===== src/rtl/btn_pkg.sv =====
// rtl/btn_pkg.sv - shared event/state encodings for the button event controller
package btn_pkg;

  // Event type as seen on evt_type
  typedef enum logic [1:0] {
    EVT_NONE   = 2'b00,
    EVT_SHORT  = 2'b01,
    EVT_LONG   = 2'b10,
    EVT_REPEAT = 2'b11
  } evt_type_t;

  // Press-tracking FSM states
  typedef enum logic [1:0] {
    ST_IDLE  = 2'b00,
    ST_PRESS = 2'b01,
    ST_HOLD  = 2'b10
  } fsm_state_t;

  localparam int EVT_TYPE_W = 2;

  // Tick counter must hold the larger threshold without wrapping
  function automatic int cnt_width(input int long_ticks, input int repeat_ticks);
    int m;
    m = (long_ticks > repeat_ticks) ? long_ticks : repeat_ticks;
    return $clog2(m + 1);
  endfunction

endpackage


===== src/rtl/evt_fifo.sv =====
// rtl/evt_fifo.sv - small event queue with sticky overflow flag
module evt_fifo #(
  parameter int DEPTH = 2,
  parameter int WIDTH = 4
) (
  input  logic             clk,
  input  logic             rst,
  input  logic             wr_tvalid,
  input  logic [WIDTH-1:0] wr_tdata,
  output logic             rd_tvalid,
  input  logic             rd_tready,
  output logic [WIDTH-1:0] rd_tdata,
  output logic             drop
);

  localparam int AW   = (DEPTH > 1) ? $clog2(DEPTH) : 1;
  localparam int CNTW = $clog2(DEPTH + 1);

  logic [WIDTH-1:0] mem [DEPTH];
  logic [AW-1:0]    wr_ptr;
  logic [AW-1:0]    rd_ptr;
  logic [CNTW-1:0]  count;
  logic             full;
  logic             do_pop;
  logic             do_push;

  // A pop frees a slot in the same cycle, so a full queue still accepts a push alongside it
  always_comb begin
    full      = (count == CNTW'(DEPTH));
    rd_tvalid = (count != '0);
    do_pop    = rd_tvalid && rd_tready;
    do_push   = wr_tvalid && (!full || do_pop);
    rd_tdata  = rd_tvalid ? mem[rd_ptr] : '0;
  end

  // Storage, pointers, occupancy and the sticky drop flag
  always_ff @(posedge clk or posedge rst) begin
    if (rst) begin
      for (int i = 0; i < DEPTH; i++) mem[i] <= '0;
      wr_ptr <= '0;
      rd_ptr <= '0;
      count  <= '0;
      drop   <= 1'b0;
    end else begin
      if (do_push) begin
        mem[wr_ptr] <= wr_tdata;
        wr_ptr      <= (wr_ptr == AW'(DEPTH - 1)) ? '0 : wr_ptr + 1'b1;
      end
      if (do_pop) begin
        rd_ptr <= (rd_ptr == AW'(DEPTH - 1)) ? '0 : rd_ptr + 1'b1;
      end
      case ({do_push, do_pop})
        2'b10:   count <= count + 1'b1;
        2'b01:   count <= count - 1'b1;
        default: count <= count;
      endcase
      if (wr_tvalid && !do_push) drop <= 1'b1;
    end
  end

endmodule


===== src/rtl/button_event_ctrl.sv =====
// rtl/button_event_ctrl.sv - turns button presses into SHORT/LONG/REPEAT events
module button_event_ctrl
  import btn_pkg::*;
#(
  parameter int N_BTN        = 4,
  parameter int LONG_TICKS   = 1000,
  parameter int REPEAT_TICKS = 200
) (
  input  logic                     clk,
  input  logic                     rst,
  input  logic                     tick,
  input  logic [N_BTN-1:0]         btn,
  output logic                     evt_valid,
  input  logic                     evt_ready,
  output logic [$clog2(N_BTN)-1:0] evt_btn,
  output logic [1:0]               evt_type,
  output logic                     evt_drop
);

  localparam int IW = $clog2(N_BTN);
  localparam int CW = cnt_width(LONG_TICKS, REPEAT_TICKS);
  localparam logic [CW-1:0] LONG_LAST   = CW'(LONG_TICKS - 1);
  localparam logic [CW-1:0] REPEAT_LAST = CW'(REPEAT_TICKS - 1);

  fsm_state_t          state;
  logic [CW-1:0]       cnt;
  logic [IW-1:0]       lock_idx;
  logic [N_BTN-1:0]    btn_q;
  logic                armed;
  logic [N_BTN-1:0]    press;
  logic                press_any;
  logic [IW-1:0]       press_idx;
  logic                held;
  logic                push;
  logic [IW-1:0]       push_btn;
  evt_type_t           push_type;
  logic [IW+1:0]       rd_data;

  // History register; armed stays low for one cycle after reset so a button
  // already held at reset release does not look like a fresh press
  always_ff @(posedge clk or posedge rst) begin
    if (rst) begin
      btn_q <= '0;
      armed <= 1'b0;
    end else begin
      btn_q <= btn;
      armed <= 1'b1;
    end
  end

  // Rising-edge detect and lowest-index priority pick
  always_comb begin
    press     = armed ? (btn & ~btn_q) : '0;
    press_any = |press;
    press_idx = '0;
    for (int i = N_BTN - 1; i >= 0; i--) begin
      if (press[i]) press_idx = IW'(i);
    end
    held = btn[lock_idx];
  end

  // Press tracking FSM; release is tested before the tick so it always wins
  always_ff @(posedge clk or posedge rst) begin
    if (rst) begin
      state     <= ST_IDLE;
      cnt       <= '0;
      lock_idx  <= '0;
      push      <= 1'b0;
      push_btn  <= '0;
      push_type <= EVT_NONE;
    end else begin
      push <= 1'b0;
      case (state)
        ST_IDLE: begin
          if (press_any) begin
            lock_idx <= press_idx;
            cnt      <= '0;
            state    <= ST_PRESS;
          end
        end
        ST_PRESS: begin
          if (!held) begin
            push      <= 1'b1;
            push_btn  <= lock_idx;
            push_type <= EVT_SHORT;
            state     <= ST_IDLE;
          end else if (tick) begin
            if (cnt == LONG_LAST) begin
              push      <= 1'b1;
              push_btn  <= lock_idx;
              push_type <= EVT_LONG;
              cnt       <= '0;
              state     <= ST_HOLD;
            end else begin
              cnt <= cnt + 1'b1;
            end
          end
        end
        ST_HOLD: begin
          if (!held) begin
            state <= ST_IDLE;
          end else if (tick) begin
            if (cnt == REPEAT_LAST) begin
              push      <= 1'b1;
              push_btn  <= lock_idx;
              push_type <= EVT_REPEAT;
              cnt       <= '0;
            end else begin
              cnt <= cnt + 1'b1;
            end
          end
        end
        default: state <= ST_IDLE;
      endcase
    end
  end

  evt_fifo #(
    .DEPTH (2),
    .WIDTH (IW + EVT_TYPE_W)
  ) u_evt_fifo (
    .clk       (clk),
    .rst       (rst),
    .wr_tvalid (push),
    .wr_tdata  ({push_btn, push_type}),
    .rd_tvalid (evt_valid),
    .rd_tready (evt_ready),
    .rd_tdata  (rd_data),
    .drop      (evt_drop)
  );

  assign evt_btn  = rd_data[IW+1:2];
  assign evt_type = rd_data[1:0];

endmodule


===== config.mk =====
export PLATFORM = sky130hd
export DESIGN_NAME = button_event_ctrl
export DESIGN_NICKNAME = d
export VERILOG_FILES = /design/src/rtl/btn_pkg.sv /design/src/rtl/evt_fifo.sv /design/src/rtl/button_event_ctrl.sv
export SDC_FILE = /design/constraint.sdc
export NUM_CORES = 1
export LEC_CHECK = 0
export CAP_MARGIN = 10
export CORE_ASPECT_RATIO = 0.75
export CORE_UTILIZATION = 52
export DETAILED_ROUTE_END_ITERATION = 12
export GPL_ROUTABILITY_DRIVEN = 0
export PLACE_DENSITY_LB_ADDON = 0.15
export SYNTH_ARGS = -nofsm -noshare
export SYNTH_HDL_FRONTEND = slang
export SYNTH_SLANG_ARGS = --single-unit

===== constraint.sdc =====
create_clock -name clk -period 1.65 [get_ports clk]
set_input_delay 0.495 -clock clk [delete_from_list [all_inputs] [get_ports clk]]
set_output_delay 0.495 -clock clk [all_outputs]
set_load 0.05 [all_outputs]

# [Word-level counts from Yosys, hierarchy flattened]
# Cells that the tools add are included.
[op_classes] n_eq_ne=16 muxes=50 n_bitwise=4 n_addsub=5 reduce_logical=17 order_cmp=4
[op_table] op="2-to-1 mux 10 bit" count=7
[op_table] op="2-to-1 mux 2 bit" count=19
[op_table] op="case mux 10 bit (3 select lines)" count=1
[op_table] op="2-to-1 mux 4 bit" count=6
[op_table] op="!= test 2 bit, second input constant" count=7
[op_table] op="case mux 2 bit (2 select lines)" count=3
[op_table] op="AND reduction 6 bit" count=2
[op_table] op="adder 10 x 1 -> 10 bit, second input constant" count=1
[op_table] op="equality test 10 bit, second input constant" count=1
[op_table] op="equality test 10 x 8 -> 1 bit, second input constant" count=1
[op_table] op="2-to-1 mux 1 bit" count=9
[op_table] op="bitwise mux 8 bit" count=1
[op_table] op="equality test 2 bit, second input constant" count=3
[op_table] op="!= test 3 bit, second input constant" count=2
[op_table] op="case mux 2 bit (3 select lines)" count=1
[op_table] op="nonzero test 2 bit" count=3
[op_table] op="bitwise AND 4 bit" count=1
[op_table] op="demux 4 bit (select 1 bit)" count=1
[op_table] op="equality test 2 x 1 -> 1 bit, second input constant" count=2
[op_table] op="greater-or-equal comparator 2 bit, second input constant" count=2
[op_table] op="logical AND 1 bit" count=4
[op_table] op="inverter 1 -> 2 bit" count=2
[op_table] op="inverter 4 bit" count=1
[op_table] op="AND reduction 4 bit" count=1
[op_table] op="other kinds (13)" count=15
[word_totals] out_inout_bits=6 word_cells=110 ff_bits=37

# [Logic depth before layout (Yosys ltp)]
[logic_depth] depth_word=7 depth_mapped=8

# [Hierarchy]
# A second synthesis with hierarchy kept.
[unflattened] hier_cells=186 hier_area_um2=2033.2
[modules_own_cells] mod="button_event_ctrl" area_per_inst_um2=1435.1 cells_per_inst=139 n_inst=1
[modules_own_cells] mod="evt_fifo" area_per_inst_um2=598.1 cells_per_inst=47 n_inst=1

# [Worst setup path before layout]
# No wires, ideal clock.
[synth_path] kind="in2reg" start="input btn[1]" end="register push_btn[0]" arrival_time_ns=1.738 path_stages=5 path_slack_ns=-0.215 setup_time_ns=0.127 path_cell_list="mux2_1 > mux2_4 > and2_4 > o32a_2 > mux2_1"
[synth_between] elab_chain_len=4 elab_cells_between_ends=8 cone_classes="eq/ne (3); mux (4); reduce/logical (1)"
[synth_rtl] item="from (decl)" line="button_event_ctrl.sv:12" source="input logic [N_BTN-1:0] btn,"
[synth_rtl] item="binary-select mux 1 bit (select 2 bit) *" line="button_event_ctrl.sv:59" source="held = btn[lock_idx];"
[synth_rtl] item="2-to-1 mux 1 bit (implied by the code) *" line="button_event_ctrl.sv:59"
[synth_rtl] item="!= test 3 bit (no source line), or another cell as far along"
[synth_rtl] item="AND reduction 6 bit (no source line) or case mux 2 bit (2 select lines) (tied branches)"
[synth_rtl] item="to (signal assigned)" line="button_event_ctrl.sv:84" source="push_btn <= lock_idx;"
[synth_rtl] item="to (signal assigned)" line="button_event_ctrl.sv:90" source="push_btn <= lock_idx;"
[synth_rtl] item="to (signal assigned)" line="button_event_ctrl.sv:105" source="push_btn <= lock_idx;"
[synth_rtl] item="to (decl)" line="button_event_ctrl.sv:35" source="logic [IW-1:0] push_btn;"
# Every way passes the cells marked *; elsewhere a longest branch is shown, timed or not. The select of a mux whose other input is x is not followed.
# A chain may end at the register's enable or synchronous reset.

# [Final worst setup path]
[layout_path] start="register cnt[0]" end="register cnt[4]"
[layout_between] elab_chain_len=5 elab_cells_between_ends=10 cone_classes="add/sub (1); eq/ne (2); mux (7)"
[layout_rtl] item="from (decl)" line="button_event_ctrl.sv:26" source="logic [CW-1:0] cnt;"
[layout_rtl] item="from (signal assigned)" line="button_event_ctrl.sv:95" source="cnt <= cnt + 1'b1;"
[layout_rtl] item="from (signal assigned)" line="button_event_ctrl.sv:109" source="cnt <= cnt + 1'b1;"
[layout_rtl] item="adder 10 x 1 -> 10 bit, or another cell as far along" line="button_event_ctrl.sv:95, button_event_ctrl.sv:109"
[layout_rtl] item="2-to-1 mux 10 bit (on tied branches)" line="button_event_ctrl.sv:103, button_event_ctrl.sv:88"
[layout_rtl] item="2-to-1 mux 10 bit (on tied branches)" line="button_event_ctrl.sv:102, button_event_ctrl.sv:87"
[layout_rtl] item="2-to-1 mux 10 bit (on tied branches)" line="button_event_ctrl.sv:100, button_event_ctrl.sv:82"
[layout_rtl] item="case mux 10 bit (3 select lines) *" line="button_event_ctrl.sv:73" source="case (state)"
# Marked as above.

==> results.md <==
* CP max FO at 5
* Kind of critical path: register to register
* Diodes inserted at 0
* Post-synth EDFFs at 0
* Die height at approximately 55 um
* Vias in the first global route at 1,683
* Failing checks: negative setup slack
* First-pass GRT wire length at approximately 8300 um
* RR Startpoint: cnt[0]
* Vias post-DR at 1,763
* CTS root buffer: clkbuf_8
* Synth async-reset ratio at 100.0%
* RSZ-0062 raised after global routing: true
* Max Cap Viol at 0
* Worst Hold Class: input port to register
* Layout Cells excl Fill at 300
* Post-DP HPWL at between 3000 and 4000 um
* Arrival @ worst endpoint at between 2 and 2.5 ns
* Hold path cells at 1
* Worst-Skew Late Latency at approximately 0.29 ns
* Initial antenna violation count at 0
* Fmax at around 0.53 GHz
* CP peak stage delay at 0.40 ns
* Area contributors post-synth: dfrtp_1 48%, mux2_2 5.8%, ha_1 3.2%
* Top_reg_cell synth: dfrtp_1
* Cells along the critical path: ha_2 -> and4bb_4 -> a31oi_2 -> o21ai_4 -> buf_6 -> nor2_2 -> a211o_1
* Reg2Reg Depth at 7
* Core area at between 3000 and 4000 um2
* Layout cells sized above 1 at between 50% and 60%
* Yosys reg bits at 37
* R2R Setup Slk at -0.25 ns
* Layout Skew at 0.004448 ns
* Startpoint types: register
* DR pass1 iterations at 4
* WP data required at 1.82 ns
* Most frequent cells in the layout: 46 x buf_4, 35 x dfrtp_1, 12 x nand2_1
* Peak VDD IR at ~0.0012 V
* DRT iter0 DRCs at between 150 and 200
* Hold endpoint: btn_q[2]
* P&R area growth vs syn at 49.61%
* Util after Layout at roughly 85%
* Final Critical Period at 1.899 ns
* Clock-pin slew on the worst setup and hold paths at about 0.070 ns
* Nets at 262
* Mapped Area at 1927 um2
* HP Start: btn[2]
* Htree depth at 2
* Filler cells at roughly 170
* Period utilization at 115.1%
* Reg-to-reg endpoint: cnt[4]
* Synth top area share at 48.05%
* Port Buffers at 13
* Seq/Total Area, Yosys at approximately half
* Hold Vio Cnt, Final at 0
* Critical Path Sink Type: register
* Routed Antenna Nets at 0
* # hold bufs at CTS at 0
* Io pins at 14
* # setup viols final at 20
* Total grt overflow at 0
* Largest net degree at the start of global routing at 38
* Drt wl/cell at 18.22 um
* Synth unique cells at 49
* Slowest stage cell, crit path: dfrtp_1
* Drt total wl at 5467 um
* Placed insts at ~280
* CTS tree: yes
* Gr usage total at between 20 and 30%
* Clock sink total at 37
* Area leader, netlist: dfrtp_1
* Leading cell type in the layout, fill and taps excluded: buf_4
* Clock Path Buffers at 2
* Final Max Tran Viols at 0
* Gate Count Post-Synth at around 180
* Std cell rows at 18
* Power Density at roughly 1500 nW/um2
* Initial Util at a little under three fifths
* Pleak at about 1.3 nW
* Area of the die at roughly 4000 um2
* Die width at between 70 and 80 um
* CTS Buf Count at 5
* DRC viols at 0
* Mapped Avg Cell Area at around 11 um2
* Post-Syn Nets at roughly 200
* Syn. warnings at 0
* Power, Total at 4.433 mW
* Final worst slack at -0.2490 ns
* Status: finished, violations left
* Routed vias/inst at just under 6
## per-layer routing
metal	wire length, um	global-route usage (%)	share of wire (%)
met1	2180	35.06	40
met2	2694	51.56	49
met3	369	6.630	6.7
met4	223	13.73	4.1
met5	0	0	0
## critical path: cells and delay by family, from the launching register on
| kind | cells | cell delay, ns |
|---|---|---|
| fa+ha+maj | 1 | 0.21 |
| compound gates | 3 | 0.67 |
| buf+inv | 1 | 0.16 |
| simple gates | 2 | 0.33 |
| flops | 1 | 0.40 |
## worst max-delay path by stage
| stage | slack, ns | end | depth (start not counted) | startpoint |
|---|---|---|---|---|
| after floorplan | -0.16 | push_btn[0] | 5 | btn[0] |
| after global placement | -0.62 | push_btn[0] | 6 | btn[0] |
| after detailed placement | -0.68 | cnt[6] | 6 | btn[3] |
| after CTS | -0.21 | push_btn[1] | 6 | cnt[0] |
| after global routing | -0.31 | cnt[4] | 7 | cnt[1] |
| final | -0.25 | cnt[4] | 7 | cnt[0] |
## area by class of cell
type                       count  area [um2]  area share (%)
inverter                      10       37.54           1.302
clock inverter                 2       37.54           1.302
multi-input combinational    130        1170           40.58
tap                           50       62.56           2.170
clock buffer                   6       82.58           2.865
sequential                    37       928.4           32.20
timing repair buffer          65       564.3           19.57
## flip-flops by register name (all words and copies together) (netlist names)
register / count
cnt: 10
u_evt_fifo.mem: 8
btn_q: 4
lock_idx: 2
push_btn: 2
push_type: 2
state: 2
u_evt_fifo.count: 2
armed: 1
push: 1
u_evt_fifo.drop: 1
u_evt_fifo.rd_ptr: 1
u_evt_fifo.wr_ptr: 1
## power by group
group          internal [mW]  leakage (nW)  total, mW  switching, mW
clock network          0.491        0.0574      0.825          0.334
registers               1.11         0.470       1.30          0.192
logic                   1.15         0.794       2.31           1.15
total                   2.75          1.32       4.43           1.68
## kinds of logic (layout without fill, tap and decap cells)
family	after synthesis	after routing	synth area share, %
other	1	1	0.1946
flip-flops	37	37	48.05
AND/OR/NAND/NOR	63	63	17.08
buffers and inverters	15	83	3.506
multiplexers	18	18	10.45
AO/OA/AOI/OAI	38	38	15.19
adder cells (fa/ha/maj)	5	5	3.247
XOR/XNOR	5	5	2.273
## what timing repair did
action                     in CTS  in global routing
gates cloned                    0                  0
setup endpoints to repair      30                 27
gates resized for setup        31                 24
buffers inserted                8                  7
pin swaps                      10                 13
## Yosys cell counts, types with 2 or more instances
master and n:
dfrtp_1 37, nor2_1 16, nand2_1 14, inv_1 10
mux2_2 10, a21oi_1 6, nand2b_1 6, ha_1 5
a22o_1 4, mux2i_1 4, nand3_1 4, nor2b_1 4
nor3_1 4, a21o_1 3, a221o_1 3, buf_2 3
mux2_1 3, nor4_1 3, o21ai_0 3, o21bai_1 3
xnor2_1 3, a211o_1 2, a31oi_1 2, a41oi_1 2
and2_1 2, nand4_1 2, xor2_1 2
## through the flow
step                setup slack, ns  cell area (um2)  hold WS (ns)  TNS, ns
floorplan                   -0.1570             2003        0.4509  -0.5063
global placement            -0.6174             2441        0.4639   -12.22
detailed placement          -0.6774             2441        0.4747   -13.50
CTS                         -0.2074             2741        0.4895   -2.016
global route                -0.3051             2883        0.5013   -4.131
finish                      -0.2490             2883        0.4893   -2.613
Power figures use the tool's default switching activity.
